--- config.mk ---
export PLATFORM = sky130hd
export DESIGN_NAME = injector_pulse_gen
export DESIGN_NICKNAME = d
export VERILOG_FILES = /design/src/rtl/injector_pkg.sv /design/src/rtl/period_strobe_gen.sv /design/src/rtl/injector_pulse_gen.sv
export SDC_FILE = /design/constraint.sdc
export NUM_CORES = 1
export LEC_CHECK = 0
export BUFFER_PORTS_ARGS = -buffer_cell sky130_fd_sc_hd__buf_2
export CAP_MARGIN = 0
export CORE_ASPECT_RATIO = 0.5
export CORE_MARGIN = 2
export CORE_UTILIZATION = 35
export DETAILED_ROUTE_END_ITERATION = 8
export MAX_ROUTING_LAYER = met4
export PLACE_DENSITY = 0.64
export SYNTH_ARGS = -nofsm -noshare
export SYNTH_HDL_FRONTEND = slang
export SYNTH_HIERARCHICAL = 1
export SYNTH_SLANG_ARGS = --single-unit
--- constraint.sdc ---
create_clock -name i_clk -period 4.1 [get_ports i_clk]
set_input_delay 0.82 -clock i_clk [delete_from_list [all_inputs] [get_ports i_clk]]
set_output_delay 0.82 -clock i_clk [all_outputs]
set_load 0.02 [all_outputs]
--- src/rtl/injector_pkg.sv ---
// Shared definitions for the injector pulse generator and the downstream
// peak-and-hold FSM.
//   inj_state_t  : controller state encoding (IDLE, ACTIVE, FAULT)
//   WIDTH_W_DEF  : default width of the pulse-width / peak-timeout counters
//   PER_W_DEF    : default width of the hold-period length
package injector_pkg;

    localparam int WIDTH_W_DEF = 16;
    localparam int PER_W_DEF   = 8;

    typedef enum logic [1:0] {
        IDLE   = 2'd0,
        ACTIVE = 2'd1,
        FAULT  = 2'd2
    } inj_state_t;

endpackage

--- src/rtl/period_strobe_gen.sv ---
// Hold-period strobe generator. Emits a one-cycle strobe on load and then
// every P cycles while run stays high; P = 0 is treated as 1.
// Ports:
//   i_clk, i_rst_n : clock, async active-low reset
//   i_load         : start of a pulse; latches i_period_len, strobes next cycle
//   i_run          : pulse continues into the next cycle
//   i_period_len   : hold period length in cycles
//   o_period       : registered period-start strobe
module period_strobe_gen #(
    parameter int PER_W = 8
) (
    input  logic             i_clk,
    input  logic             i_rst_n,
    input  logic             i_load,
    input  logic             i_run,
    input  logic [PER_W-1:0] i_period_len,
    output logic             o_period
);

    localparam logic [PER_W-1:0] P_ONE = {{(PER_W-1){1'b0}}, 1'b1};

    logic [PER_W-1:0] len_m1;
    logic [PER_W-1:0] cnt;
    logic [PER_W-1:0] load_m1;

    // A zero period behaves as one, so reload value bottoms out at 0.
    assign load_m1 = (i_period_len == '0) ? '0 : (i_period_len - P_ONE);

    always_ff @(posedge i_clk or negedge i_rst_n) begin
        if (!i_rst_n) begin
            len_m1   <= '0;
            cnt      <= '0;
            o_period <= 1'b0;
        end else if (i_load) begin
            len_m1   <= load_m1;
            cnt      <= load_m1;
            o_period <= 1'b1;
        end else if (i_run) begin
            if (cnt == '0) begin
                cnt      <= len_m1;
                o_period <= 1'b1;
            end else begin
                cnt      <= cnt - P_ONE;
                o_period <= 1'b0;
            end
        end else begin
            cnt      <= '0;
            o_period <= 1'b0;
        end
    end

endmodule

--- src/rtl/injector_pulse_gen.sv ---
// Injector pulse generator: turns a trigger into an enable window of the
// latched width, with hold-period strobes and a peak-current timeout check.
// Ports:
//   i_clk, i_rst_n  : clock, async active-low reset
//   i_trigger       : start request (accepted only in IDLE with i_width != 0)
//   i_width         : enable length in cycles
//   i_period_len    : hold period in cycles (0 treated as 1)
//   i_peak_timeout  : max enable cycles to reach peak, 0 disables
//   i_peak          : peak-current detect
//   i_fault_clr     : clears a latched timeout fault
//   o_enable, o_period, o_busy, o_done, o_fault : registered status/controls
//
// state  | meaning
// IDLE   | waiting for a non-zero-width trigger
// ACTIVE | enable high, width and peak-timeout counters running
// FAULT  | peak not reached in time; enable off until fault clear
module injector_pulse_gen
    import injector_pkg::*;
#(
    parameter int WIDTH_W = WIDTH_W_DEF,
    parameter int PER_W   = PER_W_DEF
) (
    input  logic               i_clk,
    input  logic               i_rst_n,
    input  logic               i_trigger,
    input  logic [WIDTH_W-1:0] i_width,
    input  logic [PER_W-1:0]   i_period_len,
    input  logic [WIDTH_W-1:0] i_peak_timeout,
    input  logic               i_peak,
    input  logic               i_fault_clr,
    output logic               o_enable,
    output logic               o_period,
    output logic               o_busy,
    output logic               o_done,
    output logic               o_fault
);

    localparam logic [WIDTH_W-1:0] W_ONE = {{(WIDTH_W-1){1'b0}}, 1'b1};

    inj_state_t         state, state_nxt;
    logic [WIDTH_W-1:0] width_rem;
    logic [WIDTH_W-1:0] to_rem;
    logic               to_armed;

    logic accept, width_end, timeout_hit;
    logic enable_nxt, done_nxt, fault_nxt, per_load, per_run;

    assign accept    = (state == IDLE) && i_trigger && (i_width != '0);
    assign width_end = (state == ACTIVE) && (width_rem == '0);
    // Peak in the terminal cycle and width expiry both take precedence.
    assign timeout_hit = (state == ACTIVE) && to_armed && !i_peak &&
                         (to_rem == '0) && !width_end;

    always_comb begin
        state_nxt  = state;
        enable_nxt = 1'b0;
        done_nxt   = 1'b0;
        fault_nxt  = 1'b0;
        per_load   = 1'b0;
        per_run    = 1'b0;
        case (state)
            IDLE: begin
                if (accept) begin
                    state_nxt  = ACTIVE;
                    enable_nxt = 1'b1;
                    per_load   = 1'b1;
                end
            end
            ACTIVE: begin
                if (width_end) begin
                    state_nxt = IDLE;
                    done_nxt  = 1'b1;
                end else if (timeout_hit) begin
                    state_nxt = FAULT;
                    fault_nxt = 1'b1;
                end else begin
                    enable_nxt = 1'b1;
                    per_run    = 1'b1;
                end
            end
            FAULT: begin
                if (i_fault_clr) begin
                    state_nxt = IDLE;
                end else begin
                    fault_nxt = 1'b1;
                end
            end
            default: state_nxt = IDLE;
        endcase
    end

    always_ff @(posedge i_clk or negedge i_rst_n) begin
        if (!i_rst_n) begin
            state     <= IDLE;
            o_enable  <= 1'b0;
            o_busy    <= 1'b0;
            o_done    <= 1'b0;
            o_fault   <= 1'b0;
            width_rem <= '0;
            to_rem    <= '0;
            to_armed  <= 1'b0;
        end else begin
            state    <= state_nxt;
            o_enable <= enable_nxt;
            o_busy   <= (state_nxt != IDLE);
            o_done   <= done_nxt;
            o_fault  <= fault_nxt;
            if (accept) begin
                // Both counters hold "remaining cycles after this one", so
                // terminal count is 0 and a full-scale width never wraps.
                width_rem <= i_width - W_ONE;
                to_armed  <= (i_peak_timeout != '0);
                to_rem    <= (i_peak_timeout == '0) ? '0 : (i_peak_timeout - W_ONE);
            end else if (state == ACTIVE) begin
                if (width_rem != '0) begin
                    width_rem <= width_rem - W_ONE;
                end
                if (to_armed) begin
                    if (i_peak) begin
                        to_armed <= 1'b0;
                    end else if (to_rem != '0) begin
                        to_rem <= to_rem - W_ONE;
                    end
                end
            end
        end
    end

    period_strobe_gen #(
        .PER_W (PER_W)
    ) u_period (
        .i_clk        (i_clk),
        .i_rst_n      (i_rst_n),
        .i_load       (per_load),
        .i_run        (per_run),
        .i_period_len (i_period_len),
        .o_period     (o_period)
    );

endmodule
==> run_results.csv, run 1 <==
group,metric,value,unit
setup_path,rr_startpoint,"state[0]",
die,start_util,0.3625,
place,io_buffers,49,
synth,synth_top_area_cell,"dfrtp_1",
sta,setup_violations,0,
synth,syn_nets,504,
die,dieHeight,79.75,microns
synth,yosysMostFrequentCell,"dfrtp_1",
final_layout,regArea,0.001401,sq mm
die,rows,27,
synth,synth_warnings,6,
final_layout,areaGrowthSynthToFinish,14.27,%
sta,rsz0062_at_grt,"false",
grt,grt_pass1_wl,16.91,mm
final_layout,nNetsFinal,553,
setup_path,worstPathRequired,4.28,ns
synth,synth.top_cell.area_share,0.3489,
synth,synth-main-ff-cell,"dfrtp_1",
final_layout,drive_gt1_frac,0.1690,
clock_tree,clk_latency,0.29,ns
drt,routedWlPerCell,15.23,microns
final_layout,fill_cells,1154,
clock_tree,cts_root_buffer,"clkbuf_16",
sta,slew_viol_final,0,
drt,drtPass1Iterations,4,
grt,grt_util_all_layers,0.1744,
synth,syn_area,0.004016,sq mm
status,outcome,"finished clean",
sta,max_slew.worst_pin.slew,0.7121,ns
worst_hold_path,worstHoldPathType,"in2async",
sta,finClkSkew,0.007597,ns
die,dieArea,0.01240,sq mm
pwr,ir_drop,193.0,uV
die,core,0.01108,sq mm
sta,hold_violations,0,
place,dp_hpwl,7.437,mm
place,place_congestion,0.8779,
clock_tree,numCtsBuffers,5,
synth,avgSynthCellArea,8.985,sq um
die,die_w,155.5,microns
setup_path,r2r_setup_slack,1.04,ns
sta,period_share,0.8042,
sta,fin_tns_setup,0,ns
clock_tree,ctsHoldBuffers,0,
synth,ys_types,68,
grt,antenna_found_initial,0,
grt,grt_max_degree,42,
drt,drt_iter0_drc,121,
clock_tree,cts_tree,"yes",
setup_path,timing.rr.end,"width_rem[12]",
clock_tree,cts_sinks,56,
clock_tree,clkTransAtPathRegs,0.07,ns
final_layout,fin_cells,642,
setup_path,rr_worst_depth,12,
clock_tree,clockBufferDepth,2,
grt,grt_pass1_vias,3444,
drt,ant_nets,0,
flow_run,drv_cap,0,
clock_tree,htreeDepth,2,
drt,drc_errors,0,
setup_path,path_max_fanout,5,
synth,ys_seq_area_frac,0.3489,
drt,finalWirelength,9.779,mm
clock_tree,post_cts_buffers,0,
place,dp.cells,634,
final_layout,num_antenna_cells,0,
setup_path,cp-end-kind,"flop",
setup_path,arrival,3.48,ns
synth,yosys-top-cells-count,"dfrtp_1 (56), nand2_1 (33), nor2_1 (33)",
grt,overflow,0,
setup_path,critPathLaunchType,"primary input",
sta,fin_crit,3.297,ns
die,io_pins,50,
sta,max_freq,0.3033,GHz
synth,syn_inst,447,
pwr,p_total,2.734,mW
sta,slew_headroom,0.5243,
pwr,power_density,595.7,mW/mm^2
pwr,p_leak,1.879,nW
synth,synth_edf_count,0,
drt,viasPerCell,5.497,
setup_path,crit_type,"in2reg",
drt,vias,3529,
final_layout,multi_input_area,0.002481,sq mm
clock_tree,cts_resized,0,
synth,yosys-top-cells-area,"dfrtp_1 (35%), xor2_1 (5.2%), xnor2_1 (4.1%), ha_1 (3.7%), nand2_1 (3.1%)",
synth,async_flop_share,1.000,
synth,synth_seq_cells,56,
==> sequential cells by signal, summed over array words and instances, names as in the netlist <==
register	count
o_done	1
width_rem	16
u_period/cnt	8
o_enable	1
to_rem	16
o_fault	1
u_period/o_period	1
u_period/len_m1	8
o_busy	1
state	2
to_armed	1
==> critical path, stage by stage <==
cell and delay, ns:
buf_2 0.13, nor4_2 0.38, nand4_1 0.25, nand2_2 0.19
mux2i_1 0.23, ha_1 0.26, nand2b_1 0.09, nor3_1 0.25
a32oi_1 0.18, a211oi_2 0.30, xor2_1 0.11, a211o_1 0.30
==> metrics by stage <==
stage	hold WS (ns)	utilization	cell area [sq um]	setup slack, ns
2_1_floorplan	0.4545	-	4016	0.8003
6_report	0.4509	0.4142	4589	0.8027
5_1_grt	0.4720	0.4142	4589	0.4686
3_5_place_dp	0.4816	0.3991	4422	0.4751
3_3_place_gp	0.4748	0.3991	4422	0.6685
4_1_cts	0.4591	0.4142	4589	0.7768
==> area by class of cell <==
class | count | share of cell area
clock inverter | 3 | 0.009269
multi-input combinational | 358 | 0.5406
tap | 145 | 0.03953
clock buffer | 5 | 0.02726
inverter | 22 | 0.01799
timing repair buffer | 53 | 0.05998
sequential | 56 | 0.3053
==> kinds of logic (layout without fill, tap and decap cells) <==
logic type | Yosys count | after routing | share of synthesized area
flip-flops | 56 | 56 | 0.3489
AO/OA/AOI/OAI | 106 | 106 | 0.1819
XOR/XNOR | 43 | 43 | 0.09377
adder cells (fa/ha/maj) | 12 | 12 | 0.03738
multiplexers | 14 | 14 | 0.03583
buffers and inverters | 33 | 83 | 0.03333
AND/OR/NAND/NOR | 183 | 183 | 0.2689
==> power by group <==
part	switching [mW]	total, mW	internal [mW]
logic	0.684	1.20	0.517
clock network	0.198	0.486	0.287
registers	0.243	1.05	0.804
==> worst max path at each step <==
stage | startpoint | to | slack, ns | cells past startpoint
global route | i_width[5] | width_rem[12] | 0.47 | 12
CTS | i_width[1] | width_rem[12] | 0.78 | 12
global placement | i_width[1] | width_rem[12] | 0.67 | 12
detailed placement | i_width[1] | width_rem[12] | 0.48 | 12
finish | i_width[1] | width_rem[12] | 0.80 | 12
floorplan | i_width[5] | width_rem[12] | 0.80 | 12
==> per-layer routing <==
| layer | track usage | part of all wire |
|---|---|---|
| met5 | - | 0 |
| met2 | 0.2774 | 0.45 |
| met4 | 0.05046 | 0.012 |
| met3 | 0.02389 | 0.043 |
| met1 | 0.2350 | 0.50 |
==> placed cells by master, fill, tap and decap left out, types with 4 or more instances in the layout <==
cell type,netlist,layout
dfrtp_1,56,56
buf_2,5,49
nor2_1,33,33
nand2_1,33,33
xor2_1,24,24
a21oi_1,23,23
nor3_1,22,22
inv_1,21,21
o21ai_0,20,20
xnor2_1,19,19
or3_1,16,16
ha_1,12,12
mux2i_1,11,11
o22ai_1,11,11
nor4_1,10,10
nand2b_1,10,10
nand3_1,8,8
nor3b_1,7,7
nand4_1,6,6
o31ai_1,6,6
nor2b_1,5,5
a211oi_1,5,5
o211ai_1,5,5
or4_1,5,5
clkbuf_16,0,5
nor4_2,4,4
and3_1,4,4
buf_4,1,4
No activity file was read; power rests on OpenSTA's default activity.
==> run 2: changes to the inputs <==
--- a/config.mk
+++ b/config.mk
@@ -12,7 +12,7 @@
 export CORE_UTILIZATION = 35
 export DETAILED_ROUTE_END_ITERATION = 8
 export MAX_ROUTING_LAYER = met4
-export PLACE_DENSITY = 0.64
+export PLACE_DENSITY = 0.66
 export SYNTH_ARGS = -nofsm -noshare
 export SYNTH_HDL_FRONTEND = slang
 export SYNTH_HIERARCHICAL = 1
==> constraint.sdc (replaced) <==
create_clock -name i_clk -period 2.9 [get_ports i_clk]
set_input_delay 0.58 -clock i_clk [delete_from_list [all_inputs] [get_ports i_clk]]
set_output_delay 0.58 -clock i_clk [all_outputs]
set_load 0.02 [all_outputs]
==> run 2 against run 1 <==
  * Register-to-register slack worse by 0.82 ns
  * Combinational power up 46%
  * Global-route usage down 0.25 points
  * Clock-buffer cell count up 1
  * Clock skew down 0.0022 ns
  * Utilization up 2.1 points
  * Clock power up 40%
  * Via count up 2.3%
  * Critical path depth unchanged
  * Cell area up 5.2%
  * Sequential share of layout area down 1.5 points
  * Die area unchanged
==> run_results.csv, run 2 (same netlist as run 1, synthesis figures left out) <==
group,metric,value,unit
setup_path,crit_type,"reg2reg",
setup_path,crit_family,"compound AO/OA/AOI/OAI gates",
sta,period_share,0.9232,
final_layout,drive_gt1_frac,0.2210,
pwr,ir_drop,278.6,uV
drt,routedWlPerCell,14.45,microns
final_layout,num_antenna_cells,0,
setup_path,slowest_delay,0.38,ns
setup_path,critPathLaunchType,"flop",
place,place_congestion,0.9176,
drt,drtPass1Iterations,4,
sta,slew_viol_final,0,
place,io_buffers,49,
flow_run,drv_cap,0,
pwr,power_density,812.1,mW/mm^2
grt,grt_max_degree,42,
drt,drc_errors,0,
clock_tree,post_cts_buffers,0,
drt,finalWirelength,9.680,mm
setup_path,cp_slowest_cell,"dfrtp_1",
die,start_util,0.3625,
die,rows,27,
sta,rsz0062_at_grt,"false",
final_layout,fin_cells,670,
drt,viasPerCell,5.387,
die,die_w,155.5,microns
grt,overflow,0,
sta,setup_violations,0,
setup_path,path_max_fanout,4,
setup_path,cp-end-kind,"flop",
clock_tree,clk_latency,0.29,ns
sta,slew_headroom,0.4590,
sta,hold_violations,0,
sta,fin_crit,2.677,ns
drt,drt_iter0_drc,179,
setup_path,path_cells,"inv_1, ha_1, and2_1, nand2_2, mux2i_1, ha_2, nand2b_1, nor3_4, a32oi_2, a211oi_2, xor2_1, a211o_1",
clock_tree,cts_sinks,56,
clock_tree,clockBufferDepth,2,
final_layout,areaGrowthSynthToFinish,20.19,%
die,core,0.01108,sq mm
die,dieHeight,79.75,microns
clock_tree,htreeDepth,2,
clock_tree,cts_tree,"yes",
setup_path,r2r_setup_slack,0.22,ns
clock_tree,clkTransAtPathRegs,0.07,ns
final_layout,final_cell_mix,"dfrtp_1 (56), buf_2 (49), nor2_1 (33), nand2_1 (33), buf_4 (32)",
setup_path,path_buf_inv,1,
pwr,p_total,3.920,mW
final_layout,top_regs,"to_rem x16, width_rem x16",
grt,grt_util_all_layers,0.1718,
clock_tree,numCtsBuffers,5,
die,dieArea,0.01240,sq mm
grt,grt_pass1_wl,16.73,mm
status,outcome,"finished clean",
grt,grt_pass1_vias,3521,
sta,max_slew.worst_pin.slew,0.8116,ns
final_layout,layout_commonest_cell,"dfrtp_1",
sta,finClkSkew,0.005397,ns
place,dp_hpwl,7.364,mm
drt,ant_nets,0,
sta,fin_tns_setup,0,ns
sta,max_freq,0.3735,GHz
worst_hold_path,worstHoldPathType,"in2async",
final_layout,nNetsFinal,581,
die,io_pins,50,
setup_path,worstPathRequired,3.08,ns
place,dp.cells,662,
drt,vias,3609,
grt,antenna_found_initial,0,
clock_tree,cts_root_buffer,"clkbuf_16",
setup_path,arrival,2.85,ns
pwr,p_leak,2.023,nW
run 2: report_power, final:
group | switching, mW | internal, mW | leakage [nW] | total [mW]
combinational | 0.964 | 0.790 | 1.26 | 1.75
sequential | 0.349 | 1.14 | 0.684 | 1.49
clock | 0.274 | 0.407 | 0.0808 | 0.681
total | 1.59 | 2.33 | 2.02 | 3.92
run 2: final timing paths:
| kind | endpoint | start | cells past startpoint |
|---|---|---|---|
| min reg2reg | u_period/len_m1[1] | u_period/len_m1[1] | 1 |
| min | width_rem[1] | i_rst_n | 1 |
| min in group i_clk | u_period/len_m1[1] | u_period/len_m1[1] | 1 |
| max reg2reg | width_rem[12] | state[0] | 12 |
| max | width_rem[12] | state[0] | 12 |
| max in group asynchronous | to_rem[11] | i_rst_n | 2 |
run 2: per-stage QoR:
step	hold slack (ns)	util	setup WS [ns]	cell area, sq um
CTS	0.3982	0.4342	0.1604	4811
detailed placement	0.4837	0.4194	-0.1534	4647
global placement	0.4724	0.4194	-0.01925	4647
global route	0.4331	0.4356	0.0003269	4827
finish	0.3677	0.4356	0.2226	4827
floorplan	0.2844	-	-0.04843	4038
run 2: routing by layer:
metal / GRT usage / share of wire
met2: 0.2779 / 0.45
met1: 0.2334 / 0.51
met3: 0.02334 / 0.037
met5: - / 0
met4: 0.03578 / 0.0072
run 2: cell type report:
class / count / area, sq um
multi-input cells: 358 / 2512
well taps: 145 / 181.4
flip-flops and latches: 56 / 1401
fillers: 1111 / 6254
inverters: 22 / 82.58
repair buffers: 81 / 485.5
clock buffers: 6 / 128.9
clock inverters: 2 / 35.03
run 2: what timing repair did:
item | CTS | global route
setup endpoints to repair | 0 | 4
endpoints found under the hold margin | 0 | 0
resized for setup | 0 | 3
hold buffers | 0 | 0
